File: src/rtl/temp_sensor_reader.sv
// SPI mode-0 reader for a 13-bit two's-complement temperature sensor.
// Publishes whole degrees in 9-bit sign-magnitude form on temperatura.
module temp_sensor_reader #(
   parameter int CLK_DIV       = 25,
   parameter int SAMPLE_PERIOD = 5000000
) (
   input  logic       clk,
   input  logic       rst,
   input  logic       spi_miso,
   output logic       spi_sck,
   output logic       spi_cs_n,
   output logic [8:0] temperatura,
   output logic       valid,
   output logic       sensor_err,
   output logic       busy
);

   localparam int DIV_W = (CLK_DIV > 1) ? $clog2(CLK_DIV) : 1;
   localparam int PER_W = $clog2(SAMPLE_PERIOD);
   localparam logic [DIV_W-1:0] DIV_LAST = DIV_W'(CLK_DIV - 1);
   localparam logic [PER_W-1:0] PER_LAST = PER_W'(SAMPLE_PERIOD - 1);

   typedef enum logic [1:0] {
      ST_IDLE     = 2'd0,
      ST_CS_SETUP = 2'd1,
      ST_SHIFT    = 2'd2,
      ST_CS_HOLD  = 2'd3
   } state_t;

   state_t           state_r, state_s;
   logic [DIV_W-1:0] div_r, div_s;
   logic [3:0]       bit_cnt_r, bit_cnt_s;
   logic             sck_r, sck_s;
   logic             cs_n_r, cs_n_s;
   logic             busy_r;
   logic [15:0]      shift_r, shift_s;
   logic [8:0]       temp_r, temp_s;
   logic             valid_r, valid_s;
   logic             err_r, err_s;
   logic [PER_W-1:0] per_cnt_r;
   logic             start_s;
   logic             div_done_s;

   // Whole degrees, truncated toward zero and saturated at 255; never negative zero.
   function automatic logic [8:0] to_sign_mag(input logic [12:0] t);
      logic [12:0] abs_v;
      logic [12:0] deg_v;
      logic [7:0]  mag_v;
      abs_v = t[12] ? (~t + 13'd1) : t;
      deg_v = abs_v >> 4;
      if (deg_v > 13'd255) begin
         mag_v = 8'hFF;
      end else begin
         mag_v = deg_v[7:0];
      end
      return {t[12] && (mag_v != 8'd0), mag_v};
   endfunction

   assign start_s    = (per_cnt_r == PER_LAST);
   assign div_done_s = (div_r == DIV_LAST);

   // Free-running sample period counter, independent of the transaction FSM.
   always_ff @(posedge clk) begin
      if (!rst) begin
         per_cnt_r <= {PER_W{1'b0}};
      end else if (start_s) begin
         per_cnt_r <= {PER_W{1'b0}};
      end else begin
         per_cnt_r <= per_cnt_r + PER_W'(1'b1);
      end
   end

   // Next-state, SPI timing and result commit.
   always_comb begin
      state_s   = state_r;
      div_s     = div_r;
      bit_cnt_s = bit_cnt_r;
      sck_s     = sck_r;
      cs_n_s    = cs_n_r;
      shift_s   = shift_r;
      temp_s    = temp_r;
      valid_s   = 1'b0;
      err_s     = err_r;
      case (state_r)
         ST_IDLE: begin
            if (start_s) begin
               state_s = ST_CS_SETUP;
               cs_n_s  = 1'b0;
               div_s   = {DIV_W{1'b0}};
            end else begin
               state_s = ST_IDLE;
            end
         end
         ST_CS_SETUP: begin
            if (div_done_s) begin
               state_s   = ST_SHIFT;
               div_s     = {DIV_W{1'b0}};
               bit_cnt_s = 4'd0;
            end else begin
               div_s = div_r + DIV_W'(1'b1);
            end
         end
         ST_SHIFT: begin
            if (!div_done_s) begin
               div_s = div_r + DIV_W'(1'b1);
            end else begin
               div_s = {DIV_W{1'b0}};
               // Sample on the edge that raises sck; data was set up after the prior fall.
               if (!sck_r) begin
                  sck_s   = 1'b1;
                  shift_s = {shift_r[14:0], spi_miso};
               end else begin
                  sck_s = 1'b0;
                  if (bit_cnt_r == 4'd15) begin
                     state_s = ST_CS_HOLD;
                  end else begin
                     bit_cnt_s = bit_cnt_r + 4'd1;
                  end
               end
            end
         end
         ST_CS_HOLD: begin
            if (div_done_s) begin
               state_s = ST_IDLE;
               cs_n_s  = 1'b1;
               div_s   = {DIV_W{1'b0}};
               if (shift_r == 16'hFFFF) begin
                  err_s = 1'b1;
               end else begin
                  temp_s  = to_sign_mag(shift_r[15:3]);
                  valid_s = 1'b1;
                  err_s   = 1'b0;
               end
            end else begin
               div_s = div_r + DIV_W'(1'b1);
            end
         end
         default: begin
            state_s = ST_IDLE;
            cs_n_s  = 1'b1;
            sck_s   = 1'b0;
         end
      endcase
   end

   // State and output registers.
   always_ff @(posedge clk) begin
      if (!rst) begin
         state_r   <= ST_IDLE;
         div_r     <= {DIV_W{1'b0}};
         bit_cnt_r <= 4'd0;
         sck_r     <= 1'b0;
         cs_n_r    <= 1'b1;
         busy_r    <= 1'b0;
         shift_r   <= 16'h0000;
         temp_r    <= 9'h000;
         valid_r   <= 1'b0;
         err_r     <= 1'b0;
      end else begin
         state_r   <= state_s;
         div_r     <= div_s;
         bit_cnt_r <= bit_cnt_s;
         sck_r     <= sck_s;
         cs_n_r    <= cs_n_s;
         busy_r    <= ~cs_n_s;
         shift_r   <= shift_s;
         temp_r    <= temp_s;
         valid_r   <= valid_s;
         err_r     <= err_s;
      end
   end

   assign spi_sck     = sck_r;
   assign spi_cs_n    = cs_n_r;
   assign busy        = busy_r;
   assign temperatura = temp_r;
   assign valid       = valid_r;
   assign sensor_err  = err_r;

   temp_sensor_reader_chk #(
      .CLK_DIV       (CLK_DIV),
      .SAMPLE_PERIOD (SAMPLE_PERIOD)
   ) u_chk (
      .clk (clk)
   );

endmodule

// Parameter legality check: a transaction must fit inside one sample period.
module temp_sensor_reader_chk #(
   parameter int CLK_DIV       = 25,
   parameter int SAMPLE_PERIOD = 5000000
) (
   input logic clk
);

   // Flag an illegal divider / period combination during simulation.
   always @(posedge clk) begin
      assert (CLK_DIV >= 1 && SAMPLE_PERIOD > 34 * CLK_DIV + 2)
         else $error("temp_sensor_reader: illegal CLK_DIV/SAMPLE_PERIOD");
   end

endmodule

File: config.mk
export PLATFORM = sky130hd
export DESIGN_NAME = temp_sensor_reader
export DESIGN_NICKNAME = d
export VERILOG_FILES = /design/src/rtl/temp_sensor_reader.sv
export SDC_FILE = /design/constraint.sdc
export NUM_CORES = 1
export LEC_CHECK = 0
export ABC_AREA = 1
export BUFFER_PORTS_ARGS = -buffer_cell sky130_fd_sc_hd__buf_2
export CAP_MARGIN = 0
export CORE_MARGIN = 2
export CORE_UTILIZATION = 50
export CTS_CLUSTER_DIAMETER = 120
export DETAILED_ROUTE_END_ITERATION = 7
export PLACE_DENSITY = 0.66
export SLEW_MARGIN = 10
export SYNTH_ARGS = -nofsm -noshare
export SYNTH_HDL_FRONTEND = slang
export SYNTH_HIERARCHICAL = 1
export SYNTH_SLANG_ARGS = --single-unit
File: constraint.sdc
create_clock -name clk -period 1.95 [get_ports clk]
set_input_delay 0.195 -clock clk [delete_from_list [all_inputs] [get_ports clk]]
set_output_delay 0.195 -clock clk [all_outputs]
set_load 0.1 [all_outputs]
# Word-level counts from Yosys, hierarchy flattened
# Index checks and enable logic that the tools add are counted.
# W data, S select, Z words.
[totals]
regBits = 64
in_bits = 3
output_inout_bits = 14
[op_classes]
addsub = 4
magnitude_cmp = 1
eq_ne = 14
muxes = 26
n_bitwise = 5
reduce_logical = 13
[ops]
columns = ["cell", "n"]
rows = [
  ["$mux W8", 4],
  ["$add A23 B1 Y23 const B", 1],
  ["$eq A23 B23 Y1 const B", 1],
  ["$eq A16 B16 Y1 const B", 1],
  ["$mux W4", 4],
  ["$ne A2 B2 Y1 const B", 7],
  ["$add A13 B1 Y13 const B", 1],
  ["$mux W13", 1],
  ["$not A13 Y13", 1],
  ["$mux W2", 5],
  ["$mux W5", 2],
  ["$pmux W5 S2", 1],
  ["$reduce_and A5 Y1", 2],
  ["$gt A9 B8 Y1 const B", 1],
  ["$reduce_and A3 Y1", 3],
  ["$pmux W2 S4", 1],
  ["$pmux W4 S2", 1],
  ["$reduce_bool A8 Y1", 1],
  ["$mux W1", 6],
  ["$add A5 B1 Y5 const B", 1],
  ["$eq A5 B5 Y1 const B", 1],
  ["$add A4 B1 Y4 const B", 1],
  ["$eq A2 B2 Y1 const B", 2],
  ["$eq A4 B4 Y1 const B", 1],
  ["other kinds (9)", 13],
]

# Depth between registers and ports, before layout
# Gate-level depths: netlist of run 1.
[depth]
word_depth = 10
depth_mapped = 13

# Least setup slack after synthesis of run 1
# OpenSTA, ideal clock, no wires.
[synth_timing]
path_kind = "register to register"
startpoint = "reg sck_r, in the netlist spi_sck"
endpoint = "reg bit_cnt_r[0]"
setup_ps = 70
arrival_time_ps = 1685
t_required_ps = 1880
slack_ps = 195
stages_incl_launch_ff = 6
synth_period_minus_slack_ps = 1755
path_cell_list = "dfxtp_1 > nor2_1 > nor2_1 > nand2_1 > or2_2 > a21oi_1"
[synth_via]
elab_chain_len = 2
[synth_rtl]
columns = ["item", "line", "text"]
rows = [
  ["from (decl)", "33", "logic sck_r, sck_s;"],
  ["from (signal assigned)", "163", "sck_r <= sck_s;"],
  ["$ne A2 B2 Y1 (no line)", "n/a", ""],
  ["$reduce_and A5 Y1 (no line)", "n/a", ""],
  ["to (signal assigned)", "162", "bit_cnt_r <= bit_cnt_s;"],
  ["to (decl)", "32", "logic [3:0] bit_cnt_r, bit_cnt_s;"],
]
# Every way passes these cells.
# A chain may end at the register's enable or synchronous reset.

# Final worst setup path of run 1
[layout_timing]
startpoint = "reg per_cnt_r[0]"
endpoint = "reg cs_n_r, in the netlist spi_cs_n"
[layout_via]
elab_chain_len = 3
[layout_rtl]
columns = ["item", "line", "text"]
rows = [
  ["from (decl)", "40", "logic [PER_W-1:0] per_cnt_r;"],
  ["from (signal assigned)", "65", "per_cnt_r <= {PER_W{1'b0}};"],
  ["from (signal assigned)", "67", "per_cnt_r <= {PER_W{1'b0}};"],
  ["from (signal assigned)", "69", "per_cnt_r <= per_cnt_r + PER_W'(1'b1);"],
  ["$eq A23 B23 Y1", "59", "assign start_s = (per_cnt_r == PER_LAST);"],
  ["$mux W1", "86", "if (start_s) begin"],
  ["$pmux W1 S2", "84", "case (state_r)"],
  ["to (signal assigned)", "164", "cs_n_r <= cs_n_s;"],
  ["to (decl)", "34", "logic cs_n_r, cs_n_s;"],
]
# Every way passes these cells.

==> results of run 1 <==
[registers in the layout, summed over array words and instances, names as in the netlist]
| register | count |
|---|---|
| temperatura | 9 |
| spi_cs_n | 1 |
| valid | 1 |
| state_r | 2 |
| spi_sck | 1 |
| shift_r | 16 |
| bit_cnt_r | 4 |
| sensor_err | 1 |
| busy | 1 |
| per_cnt_r | 23 |
| div_r | 5 |
[routing by layer]
| layer | share of wire | vias to the layer above | global-route usage |
|---|---|---|---|
| li1 | - | 1552 | - |
| met1 | 0.47 | 1303 | 0.245 |
| met2 | 0.48 | 38 | 0.327 |
| met3 | 0.024 | 12 | 0.0486 |
| met4 | 0.021 | 0 | 0.107 |
| met5 | 0 | - | 0 |
[placed cells by master (no fill, tap or decap), types with 2 or more instances in the layout]
cell type                     n
sky130_fd_sc_hd__nand2_1     94
sky130_fd_sc_hd__dfxtp_1     64
sky130_fd_sc_hd__nor2_1      58
sky130_fd_sc_hd__inv_1       49
sky130_fd_sc_hd__nand3_1     36
sky130_fd_sc_hd__a21oi_1     34
sky130_fd_sc_hd__o21ai_0     25
sky130_fd_sc_hd__buf_2       16
sky130_fd_sc_hd__nor3_1      11
sky130_fd_sc_hd__clkbuf_8    10
sky130_fd_sc_hd__inv_2        8
sky130_fd_sc_hd__ha_1         8
sky130_fd_sc_hd__nand4_1      7
sky130_fd_sc_hd__xor2_1       7
sky130_fd_sc_hd__o31ai_1      6
sky130_fd_sc_hd__nor2_2       4
sky130_fd_sc_hd__nand3_2      4
sky130_fd_sc_hd__nor4_1       4
sky130_fd_sc_hd__or2_2        4
sky130_fd_sc_hd__nor3_2       3
sky130_fd_sc_hd__nand2_2      3
sky130_fd_sc_hd__a21oi_2      3
sky130_fd_sc_hd__nor3b_2      3
sky130_fd_sc_hd__nor3_4       2
sky130_fd_sc_hd__xnor2_1      2
sky130_fd_sc_hd__nand2_4      2
sky130_fd_sc_hd__nand4_2      2
sky130_fd_sc_hd__nor2_4       2
sky130_fd_sc_hd__or2_0        2
sky130_fd_sc_hd__clkinvlp_4   2
sky130_fd_sc_hd__bufinv_16    2
sky130_fd_sc_hd__buf_4        2
[critical path: stages, from the launching register on]
cell and delay, ns:
sky130_fd_sc_hd__dfxtp_1 0.38, sky130_fd_sc_hd__ha_1 0.22, sky130_fd_sc_hd__nand2_1 0.09, sky130_fd_sc_hd__inv_2 0.07
sky130_fd_sc_hd__nand2_2 0.08, sky130_fd_sc_hd__nor4_2 0.20, sky130_fd_sc_hd__nand3_1 0.18, sky130_fd_sc_hd__nand2_1 0.17
sky130_fd_sc_hd__nand2_1 0.08, sky130_fd_sc_hd__a21oi_2 0.13, sky130_fd_sc_hd__inv_1 0.04
[path summary, 6_finish.rpt]
path,start,to,slack (ns),cells after the start
max reg2reg,per_cnt_r[0]$_SDFF_PP0_,spi_cs_n$_SDFF_PN1_,0.22,10
max,per_cnt_r[0]$_SDFF_PP0_,spi_cs_n$_SDFF_PN1_,0.22,10
min,spi_miso,shift_r[0]$_SDFFE_PN0P_,0.12,3
min reg2reg,sensor_err$_SDFFE_PN0P_,sensor_err$_SDFFE_PN0P_,0.46,2
[metrics by stage]
step | utilization | instances | total power (W) | hold slack, ns
after detailed placement | 0.543 | 550 | 0.00140 | 0.443
after floorplan | - | 466 | 0.00138 | 0.362
after CTS | 0.578 | 566 | 0.00266 | 0.123
after global placement | 0.543 | 550 | 0.00139 | 0.429
after global routing | 0.578 | 566 | 0.00273 | 0.161
final | 0.578 | 566 | 0.00264 | 0.123
[power by group through the flow]
stage / clock network [W] / registers, W / logic (W)
final: 0.00127 / 0.00132 / 0.0000484
after global routing: 0.00135 / 0.00132 / 0.0000553
after CTS: 0.00129 / 0.00132 / 0.0000493
after detailed placement: 0 / 0.00135 / 0.0000492
after global placement: 0 / 0.00135 / 0.0000479
after floorplan: 0 / 0.00135 / 0.0000335
[cell type report]
| class | count | area share |
|---|---|---|
| Multi-Input combinational cell | 332 | 0.476 |
| Clock inverter | 5 | 0.0217 |
| Sequential cell | 64 | 0.347 |
| Clock buffer | 11 | 0.0383 |
| Inverter | 58 | 0.0590 |
| Timing Repair Buffer | 19 | 0.0312 |
| Tap cell | 77 | 0.0261 |
[logic make-up after synthesis]
family,after synthesis,synth area share
AO/OA/AOI/OAI,69,0.112
adder cells (fa/ha/maj),8,0.0302
AND/OR/NAND/NOR,246,0.363
buffers and inverters,70,0.0845
XOR/XNOR,9,0.0238
flip-flops,64,0.386
==> results by stage, run 1 <==
Yosys:
- The dominant cell by count in the synthesized netlist is sky130_fd_sc_hd__nand2_1.
- After synthesis the cells add up to 0.00332 sq mm.
- The total of warnings raised by yosys is 6.
- The number of instances in the synthesized netlist is 466.
- In this run, synthesis produced a sequential element count of 64.
- The share of the yosys chip area belonging to registers is 0.386.
- The number of nets in the synthesized netlist is 477.
- The mean instance size in the synthesized netlist is 7.12 sq um.
- After synthesis, the cell types taking the most area are sky130_fd_sc_hd__dfxtp_1 39%, sky130_fd_sc_hd__nand2_1 11%, sky130_fd_sc_hd__nor2_1 6.6%.
- The share of Yosys cell area claimed by the top area cell type is 0.386.
- In this run, synthesis inferred 0 flip-flops with an integrated enable.
- The primary flip-flop cell chosen by synthesis mapping is sky130_fd_sc_hd__dfxtp_1.
- The count of unique library cells instantiated by Yosys is 38.
- The biggest area contributor in the post-synthesis netlist is sky130_fd_sc_hd__dfxtp_1.
- After synthesis, the share of flip-flops with an asynchronous set or reset is 0.
- Sorting the synthesized cells by how often they occur yields 94 x sky130_fd_sc_hd__nand2_1, 64 x sky130_fd_sc_hd__dfxtp_1, 58 x sky130_fd_sc_hd__nor2_1, 49 x sky130_fd_sc_hd__inv_1, 36 x sky130_fd_sc_hd__nand3_1.

Place:
- The last weighted congestion value of the routability-driven placer is 0.869.
- The placement-stage cell area is 0.00347 sq mm.
- The HPWL after detailed placement is 4920 um.
- Buffers placed on the I/O ports in this run total 16.
- The placement-stage worst setup slack is 0.228 ns.

Routing:
- The via density per instance is 5.13.
- The count of nets left with antenna violations once routing finished came out at 0.
- For this run, the detailed router's first-pass iteration total came to 5.
- After detailed routing, the average wire length per cell comes to 12.1 um.
- The total via count in the routed design is 2905.
- The final routed DRC violation total is 0.
- Wires add up to 6860 um.
- After the first detailed-routing iteration, the DRC count stood at 103.

Power:
- The worst voltage drop across the vdd grid is 0.628 mV.
- The proportion of total power due to net switching is 0.211.
- The internal portion of the total power is 0.00208 W.
- The clock share of power is 0.482.
- The static leakage power is 1.56 nW.
- Dividing total power by cell area gives a power density of 715 mW/mm^2.
- The share of total power in sequential cells is 0.499.
- The share of total power dissipated in combinational logic is 0.018.
- The power spent charging and discharging nets is 0.000555 W.

Clocking:
- CTS saw 64 sinks.
- The number of buffers inserted to repair setup after CTS is 0.
- The later pin in the worst-skew pair is clocked with a latency of 0.34 ns.
- The number of levels in the clock H-tree is 3.
- The total clock buffers created by CTS is 9.
- The cell chosen for the clock root is sky130_fd_sc_hd__clkbuf_8.
- The TritonCTS clock tree is done.
- The clock transition at the registers of the reported paths is 0.07 ns.
- The largest buffer count on any clock path is 2.
- The post-cts sizing count is 0.
- The cts-stage hold buffer count is 0.

Floorplanning:
- The die is 85.5 um wide.
- The overall die area is 0.00730 sq mm.
- In this run the vertical extent of the chip is 85.5 um.
- The initial utilization of the core area, before any placement, comes to 0.520.
- The total area inside the core boundary comes to 0.00639 sq mm.
- The number of standard-cell rows in the floorplan is 29.
- The number of top-level pins is 17.

Timing:
- In this run the tightest slew margin relative to its limit is 0.666.
- The share of the clock period used by the worst path is 0.889.
- Setup repair after global routing left no endpoint under its margin.
- The final-layout setup total negative slack is 0 ns.
- The transition time at the pin with the least slew margin is 0.497 ns.
- Setup violations remaining at the end of the flow were counted as 0.
- The number of pins with negative max-slew slack in the final report is 0.
- The final-report hold violation count is 0.
- Across all setup checks in the final design, the least slack found is 0.217 ns.
- Subtracting the final worst setup slack from the clock period gives 1.73 ns.
- For this run, the top clock speed supported by timing is 577 MHz.
- On the final layout, the worst clock skew is 0.00839 ns.

Min path:
- The tightest min-delay check is of the input pin to flop type.

Setup path:
- The worst setup path is of the flop to flop kind.
- The largest fanout on the critical path is 4.
- The worst path arrival time is 1.97 ns.
- The launching element type of the critical path is a flop.
- STA puts the critical path data required time at 2.19 ns.
- STA classifies the critical path endpoint as a flop.

Finish:
- The cell area after layout is 0.00369 sq mm.
- The number of diodes added for antenna fixing is 0.
- Counting the fill cells in the layout gives 597.
- Of the cells placed in the final design, the portion with a size suffix greater than 1 is 0.153.
- At the end of the flow, the number of nets in the layout was 495.
- Compared with the post-synthesis result, the final layout area differs by 11.2%.
- The total area of multi-input combinational cells is 0.00176 sq mm.
- The flip-flop and latch area is 0.00128 sq mm.

Global route:
- The number of global-route vias before repair was 2815.
- The number of antenna violations at the first check in global routing was 0.
- The pin count of the biggest net entering global routing is 30.
- The first global-routing pass estimated 11900 um of wire.
- The total overflow left after global routing is 0.
- The total routing usage reported by global routing is 0.201.

Status:
- The run finished with clean final reports.

Flow run:
- The max capacitance violation total is 0.
Power figures use the tool's default switching activity.
==> run 2, diff against run 1 <==
--- a/config.mk
+++ b/config.mk
@@ -12,7 +12,7 @@
 export CORE_UTILIZATION = 50
 export CTS_CLUSTER_DIAMETER = 120
 export DETAILED_ROUTE_END_ITERATION = 7
-export PLACE_DENSITY = 0.66
+export PLACE_DENSITY = 0.69
 export SLEW_MARGIN = 10
 export SYNTH_ARGS = -nofsm -noshare
 export SYNTH_HDL_FRONTEND = slang
==> constraint.sdc (replaced) <==
create_clock -name clk -period 1.5 [get_ports clk]
set_input_delay 0.15 -clock clk [delete_from_list [all_inputs] [get_ports clk]]
set_output_delay 0.15 -clock clk [all_outputs]
set_load 0.1 [all_outputs]
==> run 2 against run 1 <==
Net effect:
- the flow now finishes with violations (setup timing)
- non-clock buffer count increased by 45
- critical path depth fell by 1
- critical path type unchanged
- register-to-register slack got worse by 0.34 ns
==> results by stage, run 2 (synthesized netlist as in run 1, its figures left out) <==
Finish:
- The layout overhead on the synthesized area is 31.5%.
- The layout filler cell count is 526 (-12%).
- Leaving out fill and tap cells, the most frequent cell in the layout is sky130_fd_sc_hd__nand2_1.
- The number of diodes added for antenna fixing was 0 (unchanged).
- The total area of multi-input combinational cells is 0.00203 sq mm (+16%).
- The fraction of final layout cells with drive strength greater than 1 is 0.351 (+0.197).
- The layout net count is 540 (+9.1%).
- In the layout the commonest cells are 85 x sky130_fd_sc_hd__nand2_1, 44 x sky130_fd_sc_hd__inv_1, 44 x sky130_fd_sc_hd__nor2_1, 44 x sky130_fd_sc_hd__dfxtp_1, 42 x sky130_fd_sc_hd__buf_4.
- The cell area after layout came to 0.00436 sq mm (+18%).
- The flip-flop and latch area is 0.00131 sq mm (+2.0%).
- The number of flip-flops in the largest register is 23 (unchanged).
- The register bank with the most flops is per_cnt_r.
- The final standard cell count with taps included and fillers excluded was 610 (+7.8%).

Timing:
- Setup repair after global routing could not meet its margin everywhere.
- The final number of setup-violating endpoints was 24 (+24).
- The number of pins with negative max-slew slack in the final report was 0 (unchanged).
- The largest clock skew in the final design is 0.0123 ns (+0.00392 ns).
- The final-layout worst hold slack is 0.0596 ns (-0.0635 ns).
- The final-layout setup total negative slack is -1.10 ns (-1.10 ns).
- The post-layout minimum cycle time is 1.62 ns (-0.113 ns).
- The normalized max-slew margin is 0.675 (+0.00864).
- The transition time at the pin with the least slew margin came to 0.492 ns (-0.00500 ns).
- The timing-limited maximum frequency came to 617 MHz (+7.0%).
- The final-report hold violation count came to 0 (unchanged).
- The share of the clock period used by the worst path is 1.08 (+0.191).
- The final worst setup slack came to -0.120 ns (-0.337 ns).

Clocking:
- The TritonCTS sink count was 64 (unchanged).
- The largest buffer count on any clock path is 2 (unchanged).
- The total clock buffers created by CTS is 9 (unchanged).
- The clock latency on the worst-skew pair is 0.34 ns (about the same).
- Clock tree synthesis selected as its root buffer the cell sky130_fd_sc_hd__clkbuf_8.
- The number of levels in the clock H-tree is 3 (unchanged).
- The cts-stage hold buffer count is 0 (unchanged).
- TritonCTS built the clock tree.
- The clock transition at the registers of the reported paths was 0.07 ns (about the same).

Global route:
- The number of global-route vias before repair is 3014 (+7.1%).
- The overall overflow remaining after global route was 0 (unchanged).
- The number of antenna violations at the first check in global routing is 0 (unchanged).
- The pin count of the biggest net entering global routing came to 30 (unchanged).
- The first-pass GRT wire length is 12500 um (+5.7%).
- The total routing usage reported by global routing is 0.211 (+0.0103).

Floorplanning:
- The initial core utilization was 0.520 (unchanged).
- The overall die area is 0.00730 sq mm (unchanged).
- The area of the core is 0.00639 sq mm (unchanged).
- The die height is 85.5 um (unchanged).
- The die extent in x is 85.5 um (unchanged).
- The number of top-level pins is 17 (unchanged).
- The number of standard-cell rows in the floorplan was 29 (unchanged).

Setup path:
- The critical path is of the flop to flop type.
- The number of cells traversed by the worst register-to-register path came to 9 (-1).
- The slowest cell on the critical path is sky130_fd_sc_hd__dfxtp_2.
- The data required time of the critical path is 1.77 ns (-0.42 ns).
- The critical path's largest stage delay is 0.36 ns (-0.02 ns).
- The largest fanout on the critical path is 4 (unchanged).
- The launching element type of the critical path is a flop.
- The critical path goes through ha_4, nand2_2, inv_2, nand2_4, inv_2, nand2_1, nor4_1, nand2_1, a21oi_1.
- The worst path arrival time is 1.89 ns (-0.08 ns).
- The worst setup path is captured at a flop.

Routing:
- The final wirelength is 8230 um (+20%).
- The initial detailed-routing violation count is 106 (+2.9%).
- The mean routed wirelength per cell is 13.5 um (+11%).
- The via density per instance was 5.27 (+2.6%).
- The post-detailed-route count of antenna-violating nets is 0 (unchanged).
- The first-pass iteration count of the detailed router was 4 (-1).
- The final routed DRC violation total came to 0 (unchanged).
- The total via count in the routed design was 3212 (+11%).

Power:
- The static leakage power was 1.88 nW (+20%).
- The worst voltage drop across the vdd grid is 0.611 mV (-2.6%).
- The cell area power density is 751 mW/mm^2 (+5.1%).

Place:
- The number of placed instances, taps included is 586 (+6.5%).
- The last weighted congestion value of the routability-driven placer is 0.863 (-0.67%).
- The count of input and output buffers is 16 (unchanged).
- The placement-stage cell area came to 0.00375 sq mm (+8.2%).
- The HPWL after detailed placement is 5260 um (+6.9%).

Min path:
- The worst hold path belongs to the class input pin to flop.
- The number of cells traversed by the worst hold path is 3 (unchanged).

Flow run:
- The max capacitance violation total is 0 (unchanged).

Status:
- The flow ran to the end, but the final reports show violations.
- The final reports fail on setup timing.
==> run 2: final timing paths <==
path	slack, ns	endpoint	startpoint
worst min register to register	0.46	sensor_err$_SDFFE_PN0P_	sensor_err$_SDFFE_PN0P_
worst max register to register	-0.12	per_cnt_r[16]$_SDFF_PP0_	per_cnt_r[0]$_SDFF_PP0_
worst min-delay path	0.06	shift_r[0]$_SDFFE_PN0P_	spi_miso
worst max-delay path	-0.12	per_cnt_r[16]$_SDFF_PP0_	per_cnt_r[0]$_SDFF_PP0_
==> run 2: power breakdown <==
part,total (W),leakage (nW),internal [W],switching (W)
combinational,0.000110,1.26,0.0000484,0.0000616
sequential,0.00171,0.526,0.00171,0.00000683
clock,0.00145,0.0925,0.000803,0.000652
==> run 2: what timing repair did <==
action / CTS / global route
endpoints found under the setup margin: 7 / 61
gates cloned: 0 / 4
resized for setup: 3 / 85
buffers inserted: 0 / 5
pin swaps: 1 / 14
==> run 2: metal layers <==
layer	vias to the layer above	track usage	part of all wire
li1	1647	-	-
met1	1475	0.248	0.41
met2	71	0.368	0.52
met3	19	0.0545	0.040
met4	0	0.0808	0.022
met5	-	0	0
==> run 2: worst max-delay path: cells and delay by family, from the launching register on <==
| kind | cells | cell delay (ns) |
|---|---|---|
| AO/OA/AOI/OAI | 1 | 0.18 |
| buffers and inverters | 2 | 0.16 |
| flip-flops | 1 | 0.36 |
| AND/OR/NAND/NOR | 5 | 0.68 |
| adder cells (fa/ha/maj) | 1 | 0.15 |
==> run 2: metrics by stage <==
| step | setup WS, ns | utilization | total power (W) |
|---|---|---|---|
| floorplan | 0.0313 | - | 0.00179 |
| global route | -0.175 | 0.683 | 0.00339 |
| global placement | 0.0190 | 0.587 | 0.00182 |
| CTS | -0.0199 | 0.618 | 0.00327 |
| finish | -0.120 | 0.683 | 0.00328 |
| detailed placement | -0.00249 | 0.587 | 0.00183 |
==> run 2: final cells by class <==
cell class              count  area share
clock buffers              12      0.0333
repair buffers             64       0.120
inverters                  58      0.0505
clock inverters             3     0.00975
flip-flops and latches     64       0.299
well taps                  77      0.0221
multi-input cells         332       0.465
==> run 3, diff against run 2 <==
==> constraint.sdc (replaced) <==
create_clock -name clk -period 1.5 [get_ports clk]
set_input_delay 0.3 -clock clk [delete_from_list [all_inputs] [get_ports clk]]
set_output_delay 0.3 -clock clk [all_outputs]
set_load 0.1 [all_outputs]
==> run 3 against run 2 <==
Net effect:
- the run now ends clean
- sequential power barely moved
- die area unchanged
- cell area shrank 1.1%
- routed wire length decreased by 5.4%
- via count is 1.9% lower
- critical path depth unchanged
==> results by stage, run 3 (synthesized netlist as in run 1, its figures left out) <==
Status:
- The run finished with clean final reports.

Min path:
- The tightest min-delay check is of the input pin to flop type.
- The startpoint identified for the worst hold timing path is spi_miso.

Routing:
- The post-detailed-route count of antenna-violating nets was 0 (unchanged).
- The via density per instance is 5.14 (-2.3%).
- The first-pass iteration count of the detailed router is 4 (unchanged).
- The total via count in the routed design was 3152 (-1.9%).
- The mean routed wirelength per cell is 12.7 um (-5.8%).
- The final routed DRC violation total is 0 (unchanged).
- The final wirelength is 7790 um (-5.4%).
- The initial detailed-routing violation count is 86 (-19%).

Setup path:
- The slowest stage of the critical path is the sky130_fd_sc_hd__dfxtp_1 cell.
- STA classifies the critical path startpoint as a flop.
- The largest fanout on the critical path is 4 (unchanged).
- The critical path's top delay family is simple AND/OR/NAND/NOR gates.
- The most critical setup path has its startpoint at per_cnt_r[9]$_SDFF_PP0_.
- The worst path buffer plus inverter count was 2 (unchanged).
- STA classifies the critical path endpoint as a flop.
- The data required time of the critical path was 1.74 ns (-0.03 ns).
- The signal on the critical path passes through nand2_2, inv_1, nand3_1, nor2_2, nand3_4, nand2_4, nand2_2, a21oi_2, inv_1.
- The critical path is of the flop to flop type.
- The worst path arrival time is 1.73 ns (-0.16 ns).
- The critical path's largest stage delay came to 0.39 ns (+0.03 ns).
- The startpoint identified for the worst register-to-register timing path is per_cnt_r[9]$_SDFF_PP0_.

Power:
- The clock share of power is 0.444 (about the same).
- The power share of the combinational group was 0.030 (-0.004).
- The final total power is 0.00326 W (-0.68%).
- The cell area power density came to 754 mW/mm^2 (+0.39%).
- The internal power summed over all cells came to 0.00250 W (-2.1%).
- The share of total power in sequential cells is 0.525 (+0.002).
- The power spent charging and discharging nets is 0.000751 W (+4.2%).
- The proportion of total power due to net switching is 0.231 (+0.0108).
- The worst voltage drop across the vdd grid is 0.548 mV (-10%).
- The static leakage power is 1.92 nW (+2.3%).

Finish:
- The top cell types in the final layout, fill and taps aside, are 80 x sky130_fd_sc_hd__nand2_1, 52 x sky130_fd_sc_hd__nor2_1, 45 x sky130_fd_sc_hd__buf_4.
- The layout filler cell count is 532 (+1.1%).
- The flip-flop and latch area was 0.00132 sq mm (+0.67%).
- The register bank with the most flops is per_cnt_r.
- The layout net count is 542 (+0.37%).
- The fraction of final layout cells with drive strength greater than 1 is 0.343 (-0.00756).
- The total area of multi-input combinational cells is 0.00199 sq mm (-2.0%).
- The number of flip-flops in the largest register came to 23 (unchanged).
- The layout overhead on the synthesized area is 30.1%.
- The commonest non-fill, non-tap cell in the layout is sky130_fd_sc_hd__nand2_1.
- The number of diodes added for antenna fixing was 0 (unchanged).

Timing:
- The final-layout worst hold slack is 0.205 ns (+0.146 ns).
- The share of the clock period used by the worst path is 0.992 (-0.0878).
- The normalized max-slew margin is 0.668 (-0.00625).
- The largest clock skew in the final design is 0.00852 ns (-0.00379 ns).
- The final number of setup-violating endpoints is 0 (-100%).
- The final worst setup slack is 0.0118 ns (+0.132 ns).
- The timing-limited maximum frequency came to 672 MHz (+8.9%).
- The number of pins with negative max-slew slack in the final report was 0 (unchanged).
- The transition time at the pin with the least slew margin was 0.501 ns (+0.00943 ns).
- The final-report hold violation count is 0 (unchanged).
- The post-layout minimum cycle time was 1.49 ns (-0.132 ns).
- Setup repair after global routing could not meet its margin everywhere.

Clocking:
- The tree is rooted in a sky130_fd_sc_hd__clkbuf_8.
- The number of levels in the clock H-tree is 3 (unchanged).
- The clock latency on the worst-skew pair came to 0.34 ns (about the same).
- The total clock buffers created by CTS came to 9 (unchanged).
- TritonCTS built the clock tree.
- The clock transition at the registers of the reported paths came to 0.07 ns (about the same).
- The cts-stage hold buffer count is 0 (unchanged).
- The TritonCTS sink count is 64 (unchanged).
- The largest buffer count on any clock path was 2 (unchanged).

Floorplanning:
- The initial core utilization came to 0.520 (unchanged).
- The die extent in x is 85.5 um (unchanged).
- The number of standard-cell rows in the floorplan came to 29 (unchanged).
- The area of the core is 0.00639 sq mm (unchanged).
- The number of top-level pins is 17 (unchanged).
- The die height is 85.5 um (unchanged).
- The overall die area was 0.00730 sq mm (unchanged).

Flow run:
- The max capacitance violation total is 0 (unchanged).

Place:
- The count of input and output buffers is 16 (unchanged).
- The last weighted congestion value of the routability-driven placer is 0.881 (+2.1%).
- The HPWL after detailed placement is 5330 um (+1.5%).
- The placement-stage worst setup slack was -0.0521 ns (-0.0496 ns).

Global route:
- The first-pass GRT wire length was 12600 um (+0.49%).
- The number of antenna violations at the first check in global routing came to 0 (unchanged).
- The total routing usage reported by global routing is 0.214 (+0.00232).
- The overall overflow remaining after global route is 0 (unchanged).
- The number of global-route vias before repair is 2956 (-1.9%).
- The pin count of the biggest net entering global routing came to 30 (unchanged).
run 3: per-layer routing:
metal  global-route usage  share of wire  vias to the layer above
met5                    0              0                        -
met4               0.0952          0.026                        0
met3               0.0457          0.028                       17
met2                0.375           0.52                       43
met1                0.248           0.43                     1441
li1                     -              -                     1651
run 3: final timing paths:
kind	cells past startpoint	endpoint	slack, ns
max reg2reg	9	spi_cs_n$_SDFF_PN1_	0.01
min	3	shift_r[0]$_SDFFE_PN0P_	0.21
max	9	spi_cs_n$_SDFF_PN1_	0.01
min reg2reg	2	temperatura[4]$_SDFFE_PN0P_	0.47
run 3: layout make-up:
type	instances	share of cell area
Multi-Input combinational cell	332	0.461
Clock buffer	10	0.0296
Sequential cell	64	0.305
Inverter	58	0.0528
Tap cell	77	0.0223
Timing Repair Buffer	66	0.116
Clock inverter	6	0.0139
run 3: what timing repair did:
item,CTS,global route
pin swaps,3,14
buffers inserted,3,4
gates resized for setup,10,81
endpoints found under the setup margin,29,62
cloned,0,2
run 3: worst register-to-register path: cells and delay by family (launching register included):
kind	cells	cell delay, ns
and+or+nand+nor	6	0.67
DFF	1	0.39
buffers and inverters	2	0.20
AOI/OAI and AO/OA	1	0.13
run 3: metrics by stage:
| step | cells | instance area, sq um | setup TNS (ns) | util |
|---|---|---|---|---|
| global placement | 588 | 3750 | 0 | 0.588 |
| floorplan | 466 | 3320 | 0 | - |
| CTS | 607 | 4000 | 0 | 0.626 |
| finish | 613 | 4320 | 0 | 0.676 |
| global route | 613 | 4320 | -1.03 | 0.676 |
| detailed placement | 588 | 3750 | -0.504 | 0.588 |
run 3: power groups by stage:
| stage | clock [W] | sequential [W] | combinational (W) |
|---|---|---|---|
| 3_3_place_gp | 0 | 0.00175 | 0.0000731 |
| 4_1_cts | 0.00148 | 0.00171 | 0.0000887 |
| 2_1_floorplan | 0 | 0.00175 | 0.0000435 |
| 5_1_grt | 0.00156 | 0.00171 | 0.000109 |
| 3_5_place_dp | 0 | 0.00175 | 0.0000742 |
| 6_report | 0.00145 | 0.00171 | 0.0000990 |
